===== config.mk =====
export PLATFORM = sky130hd
export DESIGN_NAME = mem_arbiter_flat
export DESIGN_NICKNAME = d
export VERILOG_FILES = /design/src/rtl/mem_arbiter_if.sv /design/src/rtl/mem_arbiter.sv /design/src/flat_wrapper.sv
export SDC_FILE = /design/constraint.sdc
export NUM_CORES = 1
export LEC_CHECK = 0
export BUFFER_PORTS_ARGS = -buffer_cell sky130_fd_sc_hd__buf_4
export CAP_MARGIN = 20
export CELL_PAD_IN_SITES_DETAIL_PLACEMENT = 0
export CELL_PAD_IN_SITES_GLOBAL_PLACEMENT = 1
export CORE_ASPECT_RATIO = 0.7
export CORE_MARGIN = 1
export CORE_UTILIZATION = 32
export CTS_CLUSTER_DIAMETER = 80
export DETAILED_ROUTE_END_ITERATION = 8
export PLACE_DENSITY_LB_ADDON = 0.1
export SLEW_MARGIN = 20
export SYNTH_ARGS = -nofsm -noshare
export SYNTH_HDL_FRONTEND = slang
export SYNTH_SLANG_ARGS = --single-unit

===== constraint.sdc =====
create_clock -name clk -period 1.9 [get_ports clk]
set_clock_uncertainty 0.2 [all_clocks]
set_input_delay 0.475 -clock clk [delete_from_list [all_inputs] [get_ports clk]]
set_output_delay 0.475 -clock clk [all_outputs]
set_load 0.05 [all_outputs]

===== src/rtl/mem_arbiter_if.sv =====
// Bundle of the instruction-fetch, data and shared-memory signals that pass
// between the CPU/memory side and mem_arbiter.
//   master : the arbiter's view (it drives the shared memory port and acks)
//   slave  : the environment's view (requesters plus the memory itself)
interface mem_arbiter_if;
  // instruction fetch port
  logic        if_req;
  logic [31:0] if_addr;
  logic [31:0] if_rdata;
  logic        if_ack;
  // data port
  logic        d_r;
  logic        d_w;
  logic [31:0] d_addr;
  logic [31:0] d_wdata;
  logic [31:0] d_rdata;
  logic        d_ack;
  // shared single-port memory
  logic        mem_req;
  logic        mem_we;
  logic [31:0] mem_addr;
  logic [31:0] mem_wdata;
  logic [31:0] mem_rdata;
  logic        mem_ack;
  // status
  logic        stall;
  logic        bus_err;

  modport master (
    input  if_req, if_addr, d_r, d_w, d_addr, d_wdata, mem_rdata, mem_ack,
    output if_rdata, if_ack, d_rdata, d_ack, mem_req, mem_we, mem_addr,
           mem_wdata, stall, bus_err
  );

  modport slave (
    output if_req, if_addr, d_r, d_w, d_addr, d_wdata, mem_rdata, mem_ack,
    input  if_rdata, if_ack, d_rdata, d_ack, mem_req, mem_we, mem_addr,
           mem_wdata, stall, bus_err
  );
endinterface


===== src/rtl/mem_arbiter.sv =====
// Arbiter sharing one single-port memory between an instruction-fetch port
// and a data port. Data has fixed priority. Each access is granted, held on
// the memory bus until mem_ack (or a wait-cycle timeout), then acknowledged
// to its requester with a one-cycle pulse from the RESP state.
module mem_arbiter #(
  parameter int          TIMEOUT  = 15,
  parameter logic [31:0] ERR_DATA = 32'hDEADBEEF
) (
  input logic         clk,
  input logic         rst_n,
  mem_arbiter_if.master bus
);

  typedef enum logic [1:0] {IDLE, FETCH, DATA, RESP} state_t;

  // The wait counter is 4 bits wide, so TIMEOUT is limited to 1..15.
  localparam logic [3:0] TIMEOUT_CNT = 4'(TIMEOUT);

  state_t      state_reg;
  logic [3:0]  wait_cnt_reg;
  logic [3:0]  wait_cnt_next;
  logic        mem_req_reg;
  logic        mem_we_reg;
  logic [31:0] mem_addr_reg;
  logic [31:0] mem_wdata_reg;
  logic [31:0] if_rdata_reg;
  logic [31:0] d_rdata_reg;
  logic        if_ack_reg;
  logic        d_ack_reg;
  logic        bus_err_reg;

  assign wait_cnt_next = wait_cnt_reg + 4'd1;

  // Arbitration FSM: grant, wait for memory (or time out), acknowledge.
  always_ff @(posedge clk or negedge rst_n) begin
    if (!rst_n) begin
      state_reg     <= IDLE;
      wait_cnt_reg  <= 4'd0;
      mem_req_reg   <= 1'b0;
      mem_we_reg    <= 1'b0;
      mem_addr_reg  <= 32'd0;
      mem_wdata_reg <= 32'd0;
      if_rdata_reg  <= 32'd0;
      d_rdata_reg   <= 32'd0;
      if_ack_reg    <= 1'b0;
      d_ack_reg     <= 1'b0;
      bus_err_reg   <= 1'b0;
    end else begin
      // Acks are high only during the single RESP cycle.
      if_ack_reg <= 1'b0;
      d_ack_reg  <= 1'b0;
      case (state_reg)
        IDLE: begin
          // Requester inputs are sampled only here, on the grant edge.
          // A simultaneous read+write is granted as a write.
          if (bus.d_r || bus.d_w) begin
            state_reg     <= DATA;
            mem_req_reg   <= 1'b1;
            mem_we_reg    <= bus.d_w;
            mem_addr_reg  <= bus.d_addr;
            mem_wdata_reg <= bus.d_wdata;
            wait_cnt_reg  <= 4'd0;
          end else if (bus.if_req) begin
            state_reg     <= FETCH;
            mem_req_reg   <= 1'b1;
            mem_we_reg    <= 1'b0;
            mem_addr_reg  <= bus.if_addr;
            mem_wdata_reg <= 32'd0;
            wait_cnt_reg  <= 4'd0;
          end
        end
        FETCH, DATA: begin
          // Memory bus fields are left untouched here so they stay stable.
          if (bus.mem_ack) begin
            if (state_reg == DATA) begin
              d_rdata_reg <= bus.mem_rdata;
              d_ack_reg   <= 1'b1;
            end else begin
              if_rdata_reg <= bus.mem_rdata;
              if_ack_reg   <= 1'b1;
            end
            mem_req_reg <= 1'b0;
            state_reg   <= RESP;
          end else if (wait_cnt_next == TIMEOUT_CNT) begin
            // Memory never answered: complete with the error pattern.
            if (state_reg == DATA) begin
              d_rdata_reg <= ERR_DATA;
              d_ack_reg   <= 1'b1;
            end else begin
              if_rdata_reg <= ERR_DATA;
              if_ack_reg   <= 1'b1;
            end
            wait_cnt_reg <= wait_cnt_next;
            bus_err_reg  <= 1'b1;
            mem_req_reg  <= 1'b0;
            state_reg    <= RESP;
          end else begin
            wait_cnt_reg <= wait_cnt_next;
          end
        end
        RESP: begin
          // Requests and stray mem_acks are ignored while acknowledging.
          state_reg <= IDLE;
        end
        default: begin
          state_reg <= IDLE;
        end
      endcase
    end
  end

  assign bus.mem_req   = mem_req_reg;
  assign bus.mem_we    = mem_we_reg;
  assign bus.mem_addr  = mem_addr_reg;
  assign bus.mem_wdata = mem_wdata_reg;
  assign bus.if_rdata  = if_rdata_reg;
  assign bus.d_rdata   = d_rdata_reg;
  assign bus.if_ack    = if_ack_reg;
  assign bus.d_ack     = d_ack_reg;
  assign bus.bus_err   = bus_err_reg;
  // Stall the pipeline whenever something is pending and not being acked now.
  assign bus.stall     = (bus.if_req | bus.d_r | bus.d_w) & ~(if_ack_reg | d_ack_reg);

endmodule


===== src/flat_wrapper.sv =====
// flat-port wrapper written by rule: the top's interface ports become plain ports
module mem_arbiter_flat 
#(
  parameter int          TIMEOUT  = 15,
  parameter logic [31:0] ERR_DATA = 32'hDEADBEEF
)
  (clk, rst_n, bus_if_req, bus_if_addr, bus_d_r, bus_d_w, bus_d_addr, bus_d_wdata, bus_mem_rdata, bus_mem_ack, bus_if_rdata, bus_if_ack, bus_d_rdata, bus_d_ack, bus_mem_req, bus_mem_we, bus_mem_addr, bus_mem_wdata, bus_stall, bus_bus_err);
  mem_arbiter_if bus_i ();
  input logic clk;
  input logic rst_n;
  input wire logic [$bits(bus_i.if_req)-1:0] bus_if_req;
  input wire logic [$bits(bus_i.if_addr)-1:0] bus_if_addr;
  input wire logic [$bits(bus_i.d_r)-1:0] bus_d_r;
  input wire logic [$bits(bus_i.d_w)-1:0] bus_d_w;
  input wire logic [$bits(bus_i.d_addr)-1:0] bus_d_addr;
  input wire logic [$bits(bus_i.d_wdata)-1:0] bus_d_wdata;
  input wire logic [$bits(bus_i.mem_rdata)-1:0] bus_mem_rdata;
  input wire logic [$bits(bus_i.mem_ack)-1:0] bus_mem_ack;
  output wire logic [$bits(bus_i.if_rdata)-1:0] bus_if_rdata;
  output wire logic [$bits(bus_i.if_ack)-1:0] bus_if_ack;
  output wire logic [$bits(bus_i.d_rdata)-1:0] bus_d_rdata;
  output wire logic [$bits(bus_i.d_ack)-1:0] bus_d_ack;
  output wire logic [$bits(bus_i.mem_req)-1:0] bus_mem_req;
  output wire logic [$bits(bus_i.mem_we)-1:0] bus_mem_we;
  output wire logic [$bits(bus_i.mem_addr)-1:0] bus_mem_addr;
  output wire logic [$bits(bus_i.mem_wdata)-1:0] bus_mem_wdata;
  output wire logic [$bits(bus_i.stall)-1:0] bus_stall;
  output wire logic [$bits(bus_i.bus_err)-1:0] bus_bus_err;
  assign bus_i.if_req = bus_if_req;
  assign bus_i.if_addr = bus_if_addr;
  assign bus_i.d_r = bus_d_r;
  assign bus_i.d_w = bus_d_w;
  assign bus_i.d_addr = bus_d_addr;
  assign bus_i.d_wdata = bus_d_wdata;
  assign bus_i.mem_rdata = bus_mem_rdata;
  assign bus_i.mem_ack = bus_mem_ack;
  assign bus_if_rdata = bus_i.if_rdata;
  assign bus_if_ack = bus_i.if_ack;
  assign bus_d_rdata = bus_i.d_rdata;
  assign bus_d_ack = bus_i.d_ack;
  assign bus_mem_req = bus_i.mem_req;
  assign bus_mem_we = bus_i.mem_we;
  assign bus_mem_addr = bus_i.mem_addr;
  assign bus_mem_wdata = bus_i.mem_wdata;
  assign bus_stall = bus_i.stall;
  assign bus_bus_err = bus_i.bus_err;
  mem_arbiter #(.TIMEOUT(TIMEOUT), .ERR_DATA(ERR_DATA)) u_core (.clk(clk), .rst_n(rst_n), .bus(bus_i));
endmodule

# After elaboration in Yosys (flattened, before gate mapping)
# Cells that the tools add are included.
# Widths: inputs -> output; s select.
word_totals:
  word_cells: 75
  register_bits: 139
  output_inout_bits: 134
  in_bits: 134
classes:
  n_reduce_logical: 13
  add_sub_neg: 1
  muxes: 36
  bitwise_logic: 7
  eq_ne: 7
op_table:
  columns: ["operator", "n"]
  rows:
  - ["$mux 32", 12]
  - ["$reduce_and 3->1", 5]
  - ["$mux 1", 14]
  - ["$mux 4", 3]
  - ["$mux 2", 4]
  - ["$pmux 4 s2", 1]
  - ["$ne 3x2->1 const B", 2]
  - ["$pmux 2 s3", 1]
  - ["$reduce_bool 2->1", 3]
  - ["$add 4x1->4 const B", 1]
  - ["$eq 2x2->1 const B", 2]
  - ["$eq 4x4->1 const B", 1]
  - ["$reduce_and 2->1", 2]
  - ["$not 1->1", 3]
  - ["$or 1x1->1", 3]
  - ["$eq 2x1->1 const B", 1]
  - ["$logic_not 2->1", 1]
  - ["$ne 2x2->1 const B", 1]
  - ["$pmux 1 s2", 1]
  - ["$reduce_or 2->1", 1]
  - ["$and 1x1->1", 1]
  - ["$logic_or 1x1->1", 1]

# Logic depth before layout (Yosys ltp)
# Gate-level depths: netlist (run 1).
logic_depth:
  depth_word: 5
  ltp_mapped: 8
  mapped_depth_nobuf: 6

# Worst setup path before layout (run 1)
# Ideal clock, no wire load.
synth_timing:
  path_kind: "register to output"
  from: "reg u_core.d_ack_reg, in the netlist u_core.bus.d_ack"
  to: "out bus_stall"
  t_arrival_ns: 1.711
  path_buffers: 0
  path_stages_with_launch: 2
  path_slack_ns: -0.486
  required_ns: 1.225
  cell_sequence: "dfrtp_1 -> nor3_1"
synth_between:
  elab_chain_cells: 3
synth_rtl:
  columns: ["item", "line_no", "rtl"]
  rows:
  - ["start: declaration", "mem_arbiter.sv:29", "logic d_ack_reg;"]
  - ["start signal: assignment", "mem_arbiter.sv:46", "d_ack_reg <= 1'b0;"]
  - ["start signal: assignment", "mem_arbiter.sv:51", "d_ack_reg <= 1'b0;"]
  - ["start signal: assignment", "mem_arbiter.sv:77", "d_ack_reg <= 1'b1;"]
  - ["$or 1x1->1", "mem_arbiter.sv:122", "assign bus.stall = (bus.if_req | bus.d_r | bus.d_w) & ~(if_ack_reg | d_ack_reg);"]
  - ["$not 1->1", "mem_arbiter.sv:122", null]
  - ["$and 1x1->1", "mem_arbiter.sv:122", null]
  - ["end: declaration", "flat_wrapper.sv:27", "output wire logic [$bits(bus_i.stall)-1:0] bus_stall;"]
# No other way between the ends.

# Worst setup path in the final report (run 1)
layout_timing:
  from: "reg u_core.wait_cnt_reg[1]"
  to: "reg u_core.d_rdata_reg[27], in the netlist u_core.bus.d_rdata[27]"
layout_between:
  elab_chain_cells: 4
layout_rtl:
  columns: ["item", "line_no", "rtl"]
  rows:
  - ["start: declaration", "mem_arbiter.sv:20", "logic [3:0] wait_cnt_reg;"]
  - ["start signal: assignment", "mem_arbiter.sv:93", "wait_cnt_reg <= wait_cnt_next;"]
  - ["start signal: assignment", "mem_arbiter.sv:98", "wait_cnt_reg <= wait_cnt_next;"]
  - ["$add 4x1->4", "mem_arbiter.sv:32", "assign wait_cnt_next = wait_cnt_reg + 4'd1;"]
  - ["$eq 4x4->1", "mem_arbiter.sv:84", "end else if (wait_cnt_next == TIMEOUT_CNT) begin"]
  - ["$reduce_bool 2->1 (no line)", null, null]
  - ["$reduce_and 3->1 (no line)", null, null]
  - ["end signal: assignment", "mem_arbiter.sv:76", "d_rdata_reg <= bus.mem_rdata;"]
  - ["end: declaration", "mem_arbiter.sv:27", "logic [31:0] d_rdata_reg;"]
# No other way between the ends.
# A chain may end at the register's enable or synchronous reset.

==> key figures, run 1 <==
Synthesis
  • Post-Synthesis Cells: 424
  • Share of synthesized registers carrying an async set or reset: 100%
  • Ys flop type: dfrtp_1
  • EDFF count, synth: 0
  • Mean Syn Cell Area: 13.1 um2
  • Synth top area share: 62.7%
  • Yosys reg bits: 139
  • Synth unique cells: 42
  • Synth top area cells: dfrtp_1 63%, a22o_1 8.4%, o22a_1 7.6%
  • Yosys Warn Count: 0
  • Sequential area share after synthesis: 62.7%
  • Synthesized area: 0.00555 mm2
  • Net count after synthesis: 564
  • Dominant cell type by area after synthesis: dfrtp_1

Placed design
  • Post-DP HPWL: 11.4 mm
  • GPL Wtd Cong: 0.733
  • # port buffers: 267
  • Area after DPL: 0.00802 mm2

Clock tree
  • CTS Sinks: 139
  • Total CTS buffers: 17
  • CTS tree: built
  • Clock Path Buffers: 2
  • H-tree depth: 4
  • Clk slew on worst S/H paths: 0.07 ns
  • Clk root buf: clkbuf_16
  • Clock Latency Late Sink: 0.41 ns

Routing
  • Met2 wire len: 7.60 mm
  • Total wire length: 15.7 mm
  • Via/cell ratio: 4.73
  • DR WL met3: 1.19 mm
  • Met1 wire length: 6.65 mm
  • DR iter-0 viols: 236
  • DR pass1 iterations: 4
  • Antenna Nets Post-Route: 0
  • Post-route DRC: 0
  • Max layer used: met4
  • Vias: 4485
  • WL/cell: 16.6 um

Run
  • Max-Cap Viols: 0

Die
  • Die height: 112 um
  • Placeable Area: 0.0166 mm2
  • Boundary Pins: 268
  • Rows: 39
  • Die width: 159 um
  • Starting Density: 33.4%
  • DIE AREA: 0.0179 mm2

Setup path
  • Crit Path Class: reg2reg
  • Critical path, cell by cell: and3b_1 -> o2111ai_4 -> a21o_1 -> inv_6 -> o22a_1
  • Req. time, crit path: 2.00 ns
  • Crit-path max cell delay: 0.47 ns
  • Bufs and invs on worst path: 1
  • Data arrival, critical path: 1.97 ns
  • Critical Path Start Type: flip-flop
  • Worst path top cell family by delay: compound AO/OA/AOI/OAI gates
  • Crit path max-delay cell type: dfrtp_2
  • CP max FO: 25
  • Worst setup EP type: flip-flop

Final layout
  • N_diodes: 0
  • Synth-to-Final Area Change: 57.9%
  • Fin area: 0.00876 mm2
  • Commonest non-fill, non-tap cell in the layout: buf_4
  • Final net count: 850
  • Most frequent cells in the layout: 283 x buf_4, 136 x dfrtp_1, 53 x a22o_1
  • Fraction of layout cells with a size suffix above 1: 49.1%

STA
  • Final setup violation count: 0
  • Highest clock rate: 0.535 GHz
  • Slew margin rel.: 71.6%
  • Tcrit/Tclk final: 98.4%
  • Final hold vios: 0
  • Worst-Margin Slew: 0.426 ns
  • Slew Viols, Final: 0
  • Min Tclk post-route: 1.87 ns
  • RSZ-0062 raised after global routing: true
  • Setup Total Neg Slack: 0 ns

Pwr
  • Peak supply drop: 1160 uV
  • Total Power: 19.3 mW
  • Leakage power figure: 4.19 nW
  • P per Cell Area: 2200 mW/mm2

Min path
  • Min-Delay Path Class: in2reg

GRT
  • Initial antenna violation count: 0
  • Total GRT Usage: 17.9%
  • First-pass GRT wire length: 25.0 mm
  • Largest net degree at the start of global routing: 54
  • Gr ovfl total: 0
  • Number of global-route vias before repair: 4735

Status
  • Status: complete, no violations
## stage by stage
step           utilization, %  setup WS [ns]  instances  hold slack, ns
3_3_place_gp             48.2         0.0319        910           0.234
3_5_place_dp             48.2        -0.0246        910           0.235
5_1_grt                  52.7        -0.0390        948          0.0528
2_1_floorplan               -         0.0311        424         -0.0206
6_report                 52.7         0.0298        948          0.0671
4_1_cts                  51.9        0.00390        943          0.0494
## Yosys cell counts (2+ instances only)
library cell and instances:
a22o_1 53, nor2b_1 2, nor2_1 3, a21o_1 3
o22a_1 48, inv_1 4, clkbuf_1 16, nand3_1 3
buf_2 8, mux2i_1 34, nand2_1 36, nor3_1 4
dfrtp_1 139, buf_1 2, o21ai_0 24, buf_6 6
o21ai_1 9, ha_1 6
## power breakdown
part | total [mW] | internal, mW | switching (mW)
sequential | 5.21 | 4.36 | 0.850
clock | 3.28 | 1.89 | 1.39
combinational | 10.8 | 3.72 | 7.10
total | 19.3 | 9.97 | 9.34
## timing repair
action                                  CTS  global route
endpoints found under the hold margin    36             0
cloned                                    0             0
endpoints found under the setup margin   28            68
gates resized for setup                   4            21
pin swaps                                 1             4
hold buffers                              1             0
buffers inserted                          0             5
## final cells by class
class / instances / area (um2)
Clock buffer: 18 / 439
Multi-Input combinational cell: 246 / 1980
Inverter: 7 / 36.3
Timing Repair Buffer: 299 / 2390
Sequential cell: 139 / 3480
Tap cell: 225 / 282
Clock inverter: 14 / 150
Fill cell: 1474 / 7880
## kinds of logic (layout without fill, tap and decap cells)
logic type | Yosys count | after routing | synth area share (%)
flops | 139 | 139 | 62.7
simple gates | 56 | 56 | 4.64
fa+ha+maj | 6 | 6 | 1.35
mux | 36 | 36 | 6.54
buf+inv | 39 | 338 | 3.76
compound gates | 148 | 148 | 21.0
## worst paths after layout
check | cells after the start | endpoint | slack, ns | start
setup / recovery | 5 | u_core.bus.d_rdata[27] | 0.03 | u_core.wait_cnt_reg[1]
hold reg to reg | 1 | u_core.bus.bus_err | 0.28 | u_core.bus.bus_err
max in group asynchronous | 3 | u_core.bus.d_rdata[16] | 0.64 | rst_n
hold / removal | 2 | u_core.bus.mem_wdata[10] | 0.07 | bus_d_wdata[10]
setup reg to reg | 5 | u_core.bus.d_rdata[27] | 0.03 | u_core.wait_cnt_reg[1]
min in group asynchronous | 2 | u_core.bus.if_rdata[9] | 0.33 | rst_n
## layer usage
metal / vias to the layer above / track usage [%]
met4: 0 / 6.03
met5: - / 0
met1: 2181 / 22.0
met3: 19 / 7.24
met2: 140 / 28.7
li1: 2145 / -
Power figures use the tool's default switching activity.
==> inputs of run 2 (changes only) <==
- PLACE_DENSITY_LB_ADDON: 0.1 -> 0.12
==> run 2 against run 1 <==
  * Via count is 1.1% higher
  * Critical path depth is 1 higher
  * Critical endpoint is now u_core.bus.d_rdata[19]
  * Largest power group unchanged
  * Non-clock buffer count is 8 higher
  * Hold slack better by 0.0058 ns
  * Critical path type unchanged
  * Setup slack worse by 0.025 ns
  * Highest routed layer unchanged
==> key figures, run 2 (synthesized netlist as in run 1, its figures left out) <==
Status
  • Status: complete, no violations

Min path
  • Hold path endpoint: u_core.bus.mem_wdata[15]
  • Min-Delay Path Class: in2reg
  • Min-Delay Path Depth: 2
  • HP Start: bus_d_wdata[15]

Final layout
  • Most frequent cells in the layout: 290 x buf_4, 137 x dfrtp_1, 53 x a22o_1
  • Reg area: 0.00348 mm2
  • Fin area: 0.00889 mm2
  • Utilization after layout: 53.4%
  • Final net count: 858
  • Fraction of layout cells with a size suffix above 1: 49.8%
  • Synth-to-Final Area Change: 60.2%
  • Commonest non-fill, non-tap cell in the layout: buf_4
  • N_diodes: 0
  • Multi-input logic area: 0.00199 mm2
  • FILL cells: 1445
  • Post-route non-filler standard cell count: 956

STA
  • Hold WS: 0.0729 ns
  • Slew margin rel.: 48.7%
  • RSZ-0062 raised after global routing: true
  • Tcrit/Tclk final: 99.7%
  • Min Tclk post-route: 1.89 ns
  • Highest clock rate: 0.528 GHz
  • Final hold vios: 0
  • Final setup violation count: 0
  • Worst-Margin Slew: 0.768 ns
  • Slew Viols, Final: 0

Setup path
  • CP max FO: 9
  • Worst setup EP type: flip-flop
  • Reg2reg setup slack: 0.005 ns
  • Worst path top cell family by delay: compound AO/OA/AOI/OAI gates
  • Bufs and invs on worst path: 2
  • Crit-path max cell delay: 0.44 ns
  • Origin of the critical flop-to-flop path: u_core.wait_cnt_reg[1]
  • Start point of the critical path: u_core.wait_cnt_reg[1]
  • Reg-to-reg endpoint: u_core.bus.d_rdata[19]
  • Critical Path Start Type: flip-flop
  • Data arrival, critical path: 1.99 ns
  • Crit path max-delay cell type: dfrtp_2
  • Critical path, cell by cell: and3b_2 -> o2111ai_4 -> a21o_1 -> inv_4 -> buf_12 -> o22a_1
  • Crit Path Class: reg2reg
  • Reg2reg path depth: 6
  • Req. time, crit path: 2.00 ns

Run
  • Max-Cap Viols: 0

Die
  • Placeable Area: 0.0166 mm2
  • Die height: 112 um
  • Boundary Pins: 268
  • DIE AREA: 0.0179 mm2
  • Die width: 159 um
  • Rows: 39
  • Starting Density: 33.4%

Clock tree
  • Total CTS buffers: 17
  • Clk slew on worst S/H paths: 0.07 ns
  • Clock Path Buffers: 2
  • Clock Latency Late Sink: 0.41 ns
  • CTS Sinks: 139
  • CTS tree: built
  • H-tree depth: 4
  • Clk root buf: clkbuf_16

Routing
  • DR pass1 iterations: 4
  • Total wire length: 15.7 mm
  • Vias: 4534
  • Met1 wire length: 6.62 mm
  • Max layer used: met4
  • Met2 wire len: 7.78 mm
  • DR WL met3: 1.18 mm
  • Post-route DRC: 0
  • Antenna Nets Post-Route: 0
  • WL/cell: 16.4 um
  • DR iter-0 viols: 196
  • Via/cell ratio: 4.74

Placed design
  • Dpl cells: 914
  • Post-DP HPWL: 11.3 mm
  • GPL Wtd Cong: 0.787
  • Area after DPL: 0.00808 mm2
  • # port buffers: 267

GRT
  • Number of global-route vias before repair: 4842
  • Largest net degree at the start of global routing: 62
  • Total GRT Usage: 17.8%
  • Initial antenna violation count: 0
  • First-pass GRT wire length: 25.1 mm
  • Gr ovfl total: 0

Pwr
  • Logic pwr share: 56.2%
  • P_sw: 9.45 mW
  • Peak supply drop: 1000 uV
  • Internal power: 10.1 mW
  • Clock power frac: 17.3%
  • Switch share: 48.3%
  • Sequential Power Share: 26.5%
  • P per Cell Area: 2200 mW/mm2
  • Leakage power figure: 4.25 nW
  • Total Power: 19.5 mW
## run 2: per-layer routing
layer | vias to the layer above | global-route usage [%]
li1 | 2163 | -
met1 | 2223 | 21.8
met2 | 140 | 29.6
met3 | 8 | 6.73
met4 | 0 | 4.42
met5 | - | 0
## run 2: per-stage QoR
stage / setup slack, ns / setup TNS (ns)
after floorplan: 0.0311 / 0
after global placement: -0.291 / -9.25
after detailed placement: -0.0789 / -0.723
after CTS: -0.00457 / -0.00457
after global routing: -0.0773 / -1.50
final: 0.00507 / 0
## run 2: worst reg2reg max path: cells and delay by family (launching register included)
kind            cells  cell delay, ns
simple gates        1            0.25
buf+inv             2            0.22
compound gates      3            0.67
flops               1            0.44
## run 2: area by class of cell
class	instances	area share (%)
Clock buffer	17	4.78
Sequential cell	139	39.2
Inverter	7	0.408
Multi-Input combinational cell	246	22.4
Timing Repair Buffer	307	27.9
Clock inverter	15	2.24
Tap cell	225	3.17
## run 2: worst max-delay path by stage
stage	to	slack (ns)	cells after the start
floorplan	u_core.bus.d_rdata[10]	0.03	8
global placement	u_core.bus.mem_wdata[22]	-0.29	4
detailed placement	u_core.wait_cnt_reg[2]	-0.08	8
CTS	u_core.bus.if_rdata[17]	-0.005	5
global route	u_core.wait_cnt_reg[2]	-0.08	8
finish	u_core.bus.d_rdata[19]	0.005	6
## run 2: repair_timing
action,4_1_cts,5_1_grt
hold buffers,1,0
gates cloned,0,1
resized for setup,17,7
hold endpoints to repair,139,0
setup buffers,1,7
pin swaps,3,27
setup endpoints to repair,60,72
## run 2: power groups by stage
stage	registers [mW]	clock network, mW	logic, mW
2_1_floorplan	9.65	0	2.66
3_3_place_gp	5.16	0	10.7
3_5_place_dp	5.17	0	10.8
4_1_cts	5.19	3.50	10.9
5_1_grt	5.36	3.63	11.6
6_report	5.18	3.38	11.0
